===== src/rtl/param_bus_writer.sv =====
// Parses A5/SEL/DATA/CHK frames from the UART receiver and plays each accepted command onto the
// en/sel/data parameter bus as one timed load/hold/commit cycle. Define ACK_TX_EN for the ack byte port.
module param_bus_writer #(
  parameter logic [7:0] HDR_BYTE    = 8'hA5,
  parameter int         SETUP_CYC   = 4,
  parameter int         HOLD_CYC    = 2,
  parameter int         COMMIT_CYC  = 2,
  parameter int         TIMEOUT_CYC = 50000
) (
  input  logic       clk,
  input  logic       rst_n,
  input  logic       rx_valid,
  input  logic [7:0] rx_data,
  output logic       bus_en,
  output logic [2:0] bus_sel,
  output logic [7:0] bus_data,
  output logic       busy,
  output logic [7:0] err_cnt,
  output logic [7:0] drop_cnt
`ifdef ACK_TX_EN
  ,
  output logic       tx_valid,
  output logic [7:0] tx_data,
  input  logic       tx_ready
`endif
);

  localparam int TW = $clog2(TIMEOUT_CYC + 1);

  typedef enum logic [1:0] {P_HUNT, P_GOT_H, P_GOT_S, P_GOT_D} pstate_t;
  typedef enum logic [2:0] {B_IDLE, B_PRE, B_LOAD, B_HOLD, B_COMMIT} bstate_t;

  pstate_t       pstate_q, pstate_d;
  logic [7:0]    sel_q, sel_d, data_q, data_d;
  logic [TW-1:0] idle_q, idle_d;
  bstate_t       bstate_q, bstate_d;
  logic [7:0]    phase_q, phase_d;
  logic          pend_v_q, pend_v_d;
  logic [2:0]    pend_sel_q, pend_sel_d, cmd_sel_q, cmd_sel_d;
  logic [7:0]    pend_data_q, pend_data_d, cmd_data_q, cmd_data_d;
  logic          bus_en_q, bus_en_d;
  logic [2:0]    bus_sel_q, bus_sel_d;
  logic [7:0]    bus_data_q, bus_data_d;
  logic [7:0]    err_cnt_q, err_cnt_d, drop_cnt_q, drop_cnt_d;
  logic          frame_done, frame_ok, good_frame, bad_frame, consume, drop_frame;
  logic [1:0]    ack_lost;
  logic [8:0]    drop_sum;

  // Frame parser with inter-byte timeout
  always_comb begin
    pstate_d   = pstate_q;
    sel_d      = sel_q;
    data_d     = data_q;
    idle_d     = idle_q;
    frame_done = 1'b0;
    if (rx_valid) begin
      idle_d = '0;
      case (pstate_q)
        P_HUNT:  if (rx_data == HDR_BYTE) pstate_d = P_GOT_H;
        P_GOT_H: begin sel_d = rx_data;  pstate_d = P_GOT_S; end
        P_GOT_S: begin data_d = rx_data; pstate_d = P_GOT_D; end
        P_GOT_D: begin frame_done = 1'b1; pstate_d = P_HUNT; end
        default: pstate_d = P_HUNT;
      endcase
    end else if (pstate_q != P_HUNT) begin
      if (idle_q == TW'(TIMEOUT_CYC)) begin
        pstate_d = P_HUNT;
        idle_d   = '0;
      end else begin
        idle_d = idle_q + 1'b1;
      end
    end
    frame_ok   = (rx_data == (HDR_BYTE ^ sel_q ^ data_q)) && (sel_q[7:3] == 5'd0) &&
                 (sel_q[2:0] != 3'd0) && (sel_q[2:0] != 3'd7);
    good_frame = frame_done & frame_ok;
    bad_frame  = frame_done & ~frame_ok;
  end

  // Bus sequencer; outputs are decoded from the current state and registered
  always_comb begin
    bstate_d   = bstate_q;
    phase_d    = phase_q;
    consume    = 1'b0;
    cmd_sel_d  = cmd_sel_q;
    cmd_data_d = cmd_data_q;
    case (bstate_q)
      B_IDLE: begin
        phase_d = '0;
        if (pend_v_q) begin
          consume    = 1'b1;
          cmd_sel_d  = pend_sel_q;
          cmd_data_d = pend_data_q;
          bstate_d   = B_PRE;
        end
      end
      B_PRE: begin
        bstate_d = B_LOAD;
        phase_d  = '0;
      end
      B_LOAD: begin
        if (phase_q == 8'(SETUP_CYC - 1)) begin bstate_d = B_HOLD; phase_d = '0; end
        else phase_d = phase_q + 8'd1;
      end
      B_HOLD: begin
        if (phase_q == 8'(HOLD_CYC - 1)) begin bstate_d = B_COMMIT; phase_d = '0; end
        else phase_d = phase_q + 8'd1;
      end
      B_COMMIT: begin
        if (phase_q == 8'(COMMIT_CYC - 1)) begin bstate_d = B_IDLE; phase_d = '0; end
        else phase_d = phase_q + 8'd1;
      end
      default: bstate_d = B_IDLE;
    endcase

    bus_en_d   = 1'b1;
    bus_sel_d  = 3'd0;
    bus_data_d = 8'd0;
    case (bstate_q)
      B_PRE:  begin bus_sel_d = cmd_sel_q; bus_data_d = cmd_data_q; end
      B_LOAD: begin bus_en_d = 1'b0; bus_sel_d = cmd_sel_q; bus_data_d = cmd_data_q; end
      B_HOLD: begin bus_en_d = 1'b0; bus_data_d = cmd_data_q; end
      default: ;
    endcase
  end

  // Pending slot: a consume in the same cycle frees it for the arriving frame
  always_comb begin
    pend_v_d    = pend_v_q & ~consume;
    pend_sel_d  = pend_sel_q;
    pend_data_d = pend_data_q;
    drop_frame  = 1'b0;
    if (good_frame) begin
      if (pend_v_d) begin
        drop_frame = 1'b1;
      end else begin
        pend_v_d    = 1'b1;
        pend_sel_d  = sel_q[2:0];
        pend_data_d = data_q;
      end
    end
    err_cnt_d  = (bad_frame && err_cnt_q != 8'hFF) ? err_cnt_q + 8'd1 : err_cnt_q;
    drop_sum   = {1'b0, drop_cnt_q} + {8'd0, drop_frame} + {7'd0, ack_lost};
    drop_cnt_d = drop_sum[8] ? 8'hFF : drop_sum[7:0];
  end

  always_ff @(posedge clk or negedge rst_n) begin
    if (!rst_n) begin
      pstate_q    <= P_HUNT;
      sel_q       <= '0;
      data_q      <= '0;
      idle_q      <= '0;
      bstate_q    <= B_IDLE;
      phase_q     <= '0;
      pend_v_q    <= 1'b0;
      pend_sel_q  <= '0;
      pend_data_q <= '0;
      cmd_sel_q   <= '0;
      cmd_data_q  <= '0;
      bus_en_q    <= 1'b1;
      bus_sel_q   <= '0;
      bus_data_q  <= '0;
      err_cnt_q   <= '0;
      drop_cnt_q  <= '0;
    end else begin
      pstate_q    <= pstate_d;
      sel_q       <= sel_d;
      data_q      <= data_d;
      idle_q      <= idle_d;
      bstate_q    <= bstate_d;
      phase_q     <= phase_d;
      pend_v_q    <= pend_v_d;
      pend_sel_q  <= pend_sel_d;
      pend_data_q <= pend_data_d;
      cmd_sel_q   <= cmd_sel_d;
      cmd_data_q  <= cmd_data_d;
      bus_en_q    <= bus_en_d;
      bus_sel_q   <= bus_sel_d;
      bus_data_q  <= bus_data_d;
      err_cnt_q   <= err_cnt_d;
      drop_cnt_q  <= drop_cnt_d;
    end
  end

`ifdef ACK_TX_EN
  logic       tx_valid_q, tx_valid_d;
  logic [7:0] tx_data_q, tx_data_d;
  logic       commit_done;

  // A commit ack wins over a simultaneous reject ack; whatever does not fit is counted as dropped
  always_comb begin
    commit_done = (bstate_q == B_COMMIT) && (phase_q == 8'(COMMIT_CYC - 1));
    tx_valid_d  = tx_valid_q & ~tx_ready;
    tx_data_d   = tx_data_q;
    ack_lost    = {1'b0, commit_done} + {1'b0, bad_frame};
    if ((commit_done | bad_frame) && !tx_valid_d) begin
      tx_valid_d = 1'b1;
      tx_data_d  = commit_done ? 8'h5A : 8'hEE;
      ack_lost   = ack_lost - 2'd1;
    end
  end

  always_ff @(posedge clk or negedge rst_n) begin
    if (!rst_n) begin
      tx_valid_q <= 1'b0;
      tx_data_q  <= '0;
    end else begin
      tx_valid_q <= tx_valid_d;
      tx_data_q  <= tx_data_d;
    end
  end

  assign tx_valid = tx_valid_q;
  assign tx_data  = tx_data_q;
`else
  assign ack_lost = 2'd0;
`endif

  assign bus_en   = bus_en_q;
  assign bus_sel  = bus_sel_q;
  assign bus_data = bus_data_q;
  assign busy     = (bstate_q != B_IDLE) | pend_v_q;
  assign err_cnt  = err_cnt_q;
  assign drop_cnt = drop_cnt_q;

endmodule

===== config.mk =====
export PLATFORM = sky130hd
export DESIGN_NAME = param_bus_writer
export DESIGN_NICKNAME = d
export VERILOG_FILES = /design/src/rtl/param_bus_writer.sv
export SDC_FILE = /design/constraint.sdc
export NUM_CORES = 1
export LEC_CHECK = 0
export CORE_MARGIN = 2
export CORE_UTILIZATION = 50
export DETAILED_ROUTE_END_ITERATION = 10
export PLACE_DENSITY = 0.75
export SLEW_MARGIN = 25
export SYNTH_ARGS = -nofsm -noshare
export SYNTH_HDL_FRONTEND = slang
export SYNTH_SLANG_ARGS = --single-unit

===== constraint.sdc =====
create_clock -name clk -period 4.7 [get_ports clk]
set_input_delay 0.94 -clock clk [delete_from_list [all_inputs] [get_ports clk]]
set_output_delay 0.94 -clock clk [all_outputs]
set_load 0.1 [all_outputs]

==> results of run 1 <==
final timing paths:
kind	startpoint	end	slack [ns]	cells past startpoint
setup / recovery	bstate_q[1]	busy	1.30	2
hold / removal	cmd_data_q[4]	bus_data[4]	0.49	1
setup reg to reg	sel_q[2]	pend_data_q[1]	2.21	6
hold reg to reg	cmd_data_q[4]	bus_data[4]	0.49	1
max in group asynchronous	rst_n	cmd_data_q[2]	3.10	2
min in group asynchronous	rst_n	phase_q[6]	0.62	1
kinds of logic after synthesis:
kind of cell | share of synthesized area [%]
flip-flops | 53.9
buffers and inverters | 2.55
adder cells (fa/ha/maj) | 3.09
AND/OR/NAND/NOR | 16.2
AO/OA/AOI/OAI | 6.98
XOR/XNOR | 6.56
multiplexers | 10.7
metrics by stage:
step / hold WS [ns] / cells / setup slack, ns / utilization (%) / instance area, µm²
CTS: 0.490 / 539 / 1.27 / 58.9 / 5110
finish: 0.487 / 539 / 1.30 / 58.9 / 5110
global route: 0.505 / 539 / 1.20 / 58.9 / 5110
global placement: 0.462 / 523 / 1.23 / 56.8 / 4930
floorplan: 0.449 / 384 / 2.14 / - / 4460
detailed placement: 0.466 / 523 / 1.19 / 56.8 / 4930
worst reg2reg max path: cells and delay by family (launching register included):
family,cells,cell delay [ns]
AO/OA/AOI/OAI,1,0.21
flip-flops,1,0.46
multiplexers,2,0.51
AND/OR/NAND/NOR,3,1.19
cell type report:
class                           instances  area (µm²)  share of cell area [%]
Sequential cell                        96        2400                    47.0
Multi-Input combinational cell        266        1940                    38.0
Timing Repair Buffer                   40         395                    7.73
Tap cell                              108         135                    2.64
Clock buffer                            9         124                    2.42
Clock inverter                          7        61.3                    1.20
Inverter                               13        50.0                   0.979
cell usage in the layout, fill, tap and decap left out, types with 10 or more instances in the layout:
cell type                         instances
sky130_fd_sc_hd__nand2_1                 21
sky130_fd_sc_hd__dfrtp_1                 95
sky130_fd_sc_hd__clkdlybuf4s50_1         38
sky130_fd_sc_hd__mux2_2                  27
sky130_fd_sc_hd__inv_1                   12
sky130_fd_sc_hd__and3_1                  10
sky130_fd_sc_hd__nand3_1                 11
sky130_fd_sc_hd__nor2_1                  43
sky130_fd_sc_hd__and2_1                  12
sky130_fd_sc_hd__ha_1                    11
sky130_fd_sc_hd__mux2_1                  12
sky130_fd_sc_hd__xnor2_1                 19
sky130_fd_sc_hd__a21oi_1                 12
metal layers:
layer	vias up	share of wire, %
li1	1421	-
met1	1408	49
met2	32	47
met3	10	2.1
met4	0	2.0
met5	-	0
report_power, final:
part	total, mW	switching, mW	internal [mW]
clock	0.504	0.302	0.201
sequential	1.12	0.158	0.961
combinational	0.884	0.523	0.361
total	2.51	0.983	1.52
==> results.toml, run 1 <==
[sta]
fmax_mhz = 294
worst_slew_margin_rel_pct = 34.7
rsz0062_at_grt = "no"
final-setup-viol-count = 0
min_period_ns = 3.40
report.final.hold_viol_count = 0
totalNegativeSetupSlack_ns = 0
timing.final.crit_share_pct = 72.4
finalMaxSlewViolations = 0
skew_ns = 0.0102
max_slew.worst_pin.slew_ns = 0.977

[placed_design]
hpwl_after_detailed_placement_mm = 5.49
place_congestion = 0.775
buffer_ports.inserted = 39

[job]
reported_max_cap_violation_count = 0

[grt]
first_pass_grt_wire_length_mm = 13.9
met1_use_gr_pct = 24.3
overflow = 0
number_of_antenna_violations_at_the_first_check_in_global_routing = 0
global_routing_usage_on_met2_pct = 27.8
grt_start_max_net_pins = 56
gr-usage-all-layers_pct = 17.5
grt_most_used_layer = "met2"
met3_usage_pct = 2.41
number_of_global_route_vias_before_repair = 2886

[synth]
ys_types = 54
net_count_after_synthesis = 406
synth-seq-cells = 96
yosys.area.top_type_share_pct = 53.3
netlist_top_cells_area = "sky130_fd_sc_hd__dfrtp_1 53%, sky130_fd_sc_hd__mux2_2 6.8%, sky130_fd_sc_hd__xnor2_1 3.7%, sky130_fd_sc_hd__nor2_1 3.6%, sky130_fd_sc_hd__ha_1 3.1%"
synth_warnings = 0
yosys-top-cells-count = "95 x sky130_fd_sc_hd__dfrtp_1, 43 x sky130_fd_sc_hd__nor2_1, 27 x sky130_fd_sc_hd__mux2_2"
synth_flop_cell = "sky130_fd_sc_hd__dfrtp_1"
yosysTopAreaCell = "sky130_fd_sc_hd__dfrtp_1"
synth_enable_flop_cells = 0
ys_seq_area_share_pct = 53.9
synthArstFlopShare_pct = 100
yosys.cell_count.top_type = "sky130_fd_sc_hd__dfrtp_1"
post_synth_inst_count = 384
netlist_area_before_placement_mm2 = 0.00446
mean_post_synth_cell_area_um2 = 11.6

[final_layout]
insertedDiodeCount = 0
regMostFlops = "idle_q"
layout-area-overhead-vs-synth_pct = 14.6
largest_reg_flops = 16
layout-drive-gt1-share_pct = 13.0
design.final.nets = 448
number_of_fillers_in_the_final_layout = 736

[cts]
cts_post_setup_buffers_inserted = 0
cts-hold-fix-buffers = 0
clk-insertion-delay-late_ns = 0.36
postCtsResizedCells = 0
tritoncts_num_sinks = 96
cts_tree = "yes"
clk_pin_slew_worst_paths_ns = 0.10
htree_levels = 3
clk_root_buffer_cell = "sky130_fd_sc_hd__clkbuf_8"
clock_path_buffers = 2
number_of_clock_buffers_inserted_by_tritoncts = 9

[floorplan]
dieArea_mm2 = 0.00969
start_util_pct = 51.4
chipWidth_um = 98.5
ioPinCount = 40
floorplan.core_area_mm2 = 0.00868
rows = 34
dieHeight_um = 98.5

[setup_path]
crit_arrival_ns = 2.46
setup_crit_end_kind = "primary output"
critical_path_class = "reg -> out"
maximum_net_fanout_on_the_critical_path = 11
worstPathRequired_ns = 3.76
timing.critical_path.buf_inv = 1
start_kind = "register"
critical-path-max-stage-delay_ns = 0.99
critical-path-top-delay-family = "buffers and inverters"
crit_chain = "or4_1 -> clkdlybuf4s50_1"
critical_path.slowest_cell = "sky130_fd_sc_hd__clkdlybuf4s50_1"

[drt]
detailroute.via_count = 2871
drt_first_iter_violations = 54
vias_per_cell = 5.33
drt_wl_cell_um = 14.3
detail_route.wirelength_mm = 7.70
first_pass_iters = 5
remaining_drc_errors = 0
antenna_left = 0

[status]
outcome = "finished, final reports clean"

[power]
ir_worst_vdd_uv = 345
pwr_density_cell_mw_per_mm2 = 490
totalPowerFinal_mw = 2.51
p_leak_nw = 2.40

[min_path]
hp-class = "reg -> reg"
Power figures use the tool's default switching activity.
==> run 2: changes to the inputs <==
==> constraint.sdc (replaced) <==
create_clock -name clk -period 3.2 [get_ports clk]
set_input_delay 0.64 -clock clk [delete_from_list [all_inputs] [get_ports clk]]
set_output_delay 0.64 -clock clk [all_outputs]
set_load 0.1 [all_outputs]
==> results.toml, run 2 (synthesized netlist as in run 1, its figures left out) <==
[floorplan]
floorplan.core_area_mm2 = 0.00868
chipWidth_um = 98.5
start_util_pct = 51.4
dieArea_mm2 = 0.00969
ioPinCount = 40
rows = 34
dieHeight_um = 98.5

[sta]
min_period_ns = 2.78
report.final.hold_viol_count = 0
totalNegativeSetupSlack_ns = 0
finalWorstSetupSlack_ns = 0.416
rsz0062_at_grt = "no"
max_slew.worst_pin.slew_ns = 0.665
worst_slew_margin_rel_pct = 55.7
final-setup-viol-count = 0
fmax_mhz = 359
skew_ns = 0.0126
finalMaxSlewViolations = 0
timing.final.crit_share_pct = 87.0

[placed_design]
hpwl_after_detailed_placement_mm = 5.40
place_congestion = 0.812
place_ws_ns = 0.0422
place_inst = 526
buffer_ports.inserted = 39

[power]
pwr_density_cell_mw_per_mm2 = 729
p_leak_nw = 2.49
ir_worst_vdd_uv = 779

[drt]
vias_per_cell = 5.43
antenna_left = 0
first_pass_iters = 4
drt_wl_cell_um = 14.4
drt_first_iter_violations = 148
detailroute.via_count = 2945
remaining_drc_errors = 0
detail_route.wirelength_mm = 7.81

[final_layout]
mostFrequentLayoutCells = "95 x sky130_fd_sc_hd__dfrtp_1, 43 x sky130_fd_sc_hd__nor2_1, 33 x sky130_fd_sc_hd__buf_4"
number_of_fillers_in_the_final_layout = 757
layout.cells.non_filler = 542
layout.cells.most_common = "sky130_fd_sc_hd__dfrtp_1"
layout-drive-gt1-share_pct = 20.3
design.final.nets = 451
insertedDiodeCount = 0
largest_reg_flops = 16
layout-area-overhead-vs-synth_pct = 14.0
regMostFlops = "idle_q"

[cts]
htree_levels = 3
clk_pin_slew_worst_paths_ns = 0.11
number_of_clock_buffers_inserted_by_tritoncts = 9
clk-insertion-delay-late_ns = 0.37
clock_path_buffers = 2
cts_tree = "yes"
cts-hold-fix-buffers = 0
tritoncts_num_sinks = 96
postCtsResizedCells = 0
clk_root_buffer_cell = "sky130_fd_sc_hd__clkbuf_8"
cts_post_setup_buffers_inserted = 0

[setup_path]
maximum_net_fanout_on_the_critical_path = 4
reg2reg_slack_ns = 0.70
crit_arrival_ns = 3.04
start_kind = "input pin"
critical_path_class = "in -> reg"
worstPathRequired_ns = 3.46
setup_crit_end_kind = "register"

[grt]
overflow = 0
number_of_antenna_violations_at_the_first_check_in_global_routing = 0
number_of_global_route_vias_before_repair = 2890
gr-usage-all-layers_pct = 17.5
first_pass_grt_wire_length_mm = 13.8
grt_start_max_net_pins = 97

[job]
reported_max_cap_violation_count = 0

[status]
outcome = "finished, final reports clean"

[min_path]
hp-class = "in -> async"
## run 2: final cells by class
type                            count  area, µm²  share of cell area (%)
Tap cell                          108        135                    2.66
Inverter                           13       50.0                   0.984
Timing Repair Buffer               43        358                    7.04
Multi-Input combinational cell    266       1940                    38.2
Clock inverter                      7       71.3                    1.40
Clock buffer                        9        124                    2.44
Sequential cell                    96       2400                    47.3
## run 2: per-stage QoR
stage | util (%) | cell area, µm² | hold slack, ns | power [mW]
finish | 58.6 | 5080 | 0.271 | 3.71
detailed placement | 56.3 | 4890 | 0.463 | 2.96
global placement | 56.3 | 4890 | 0.462 | 2.91
CTS | 58.6 | 5080 | 0.329 | 3.74
floorplan | - | 4460 | 0.344 | 2.70
global route | 58.6 | 5080 | 0.350 | 3.95
## run 2: path summary, 6_finish.rpt
kind,startpoint,end,cells past startpoint
max reg2reg,data_q[4],drop_cnt[6],10
max,rx_data[0],drop_cnt[6],12
min in group clk,cmd_data_q[2],bus_data[2],1
max in group asynchronous,rst_n,bus_en,2
min reg2reg,cmd_data_q[2],bus_data[2],1
min,rst_n,phase_q[6],2
## run 2: report_power, final
part | total [mW] | leakage (nW) | internal [mW] | switching (mW)
clock | 0.769 | 0.0995 | 0.305 | 0.464
combinational | 1.29 | 1.11 | 0.524 | 0.771
sequential | 1.64 | 1.27 | 1.41 | 0.232
## run 2: layer usage
layer	GRT usage, %	vias to the layer above	wire length (µm)
met4	6.64	0	188
met5	0	-	0
met2	26.5	51	3710
met3	4.18	15	282
li1	-	1430	-
met1	24.9	1449	3620
## run 2: worst max-delay path, stage by stage
cell                              delay, ns
sky130_fd_sc_hd__clkdlybuf4s50_1       0.53
sky130_fd_sc_hd__xor2_1                0.22
sky130_fd_sc_hd__mux2i_1               0.13
sky130_fd_sc_hd__nor2_1                0.16
sky130_fd_sc_hd__nand4_1               0.17
sky130_fd_sc_hd__nor2_1                0.14
sky130_fd_sc_hd__ha_1                  0.20
sky130_fd_sc_hd__ha_1                  0.21
sky130_fd_sc_hd__and3_1                0.24
sky130_fd_sc_hd__nand3_1               0.14
sky130_fd_sc_hd__nor3_1                0.19
sky130_fd_sc_hd__a21oi_1               0.08
==> run 3: changes to the inputs <==
--- a/config.mk
+++ b/config.mk
@@ -13,3 +13,4 @@
 export SYNTH_ARGS = -nofsm -noshare
 export SYNTH_HDL_FRONTEND = slang
 export SYNTH_SLANG_ARGS = --single-unit
+export TNS_END_PERCENT = 30
==> results of run 3 <==
Final layout, timing and power as in run 2 (identical DEF).
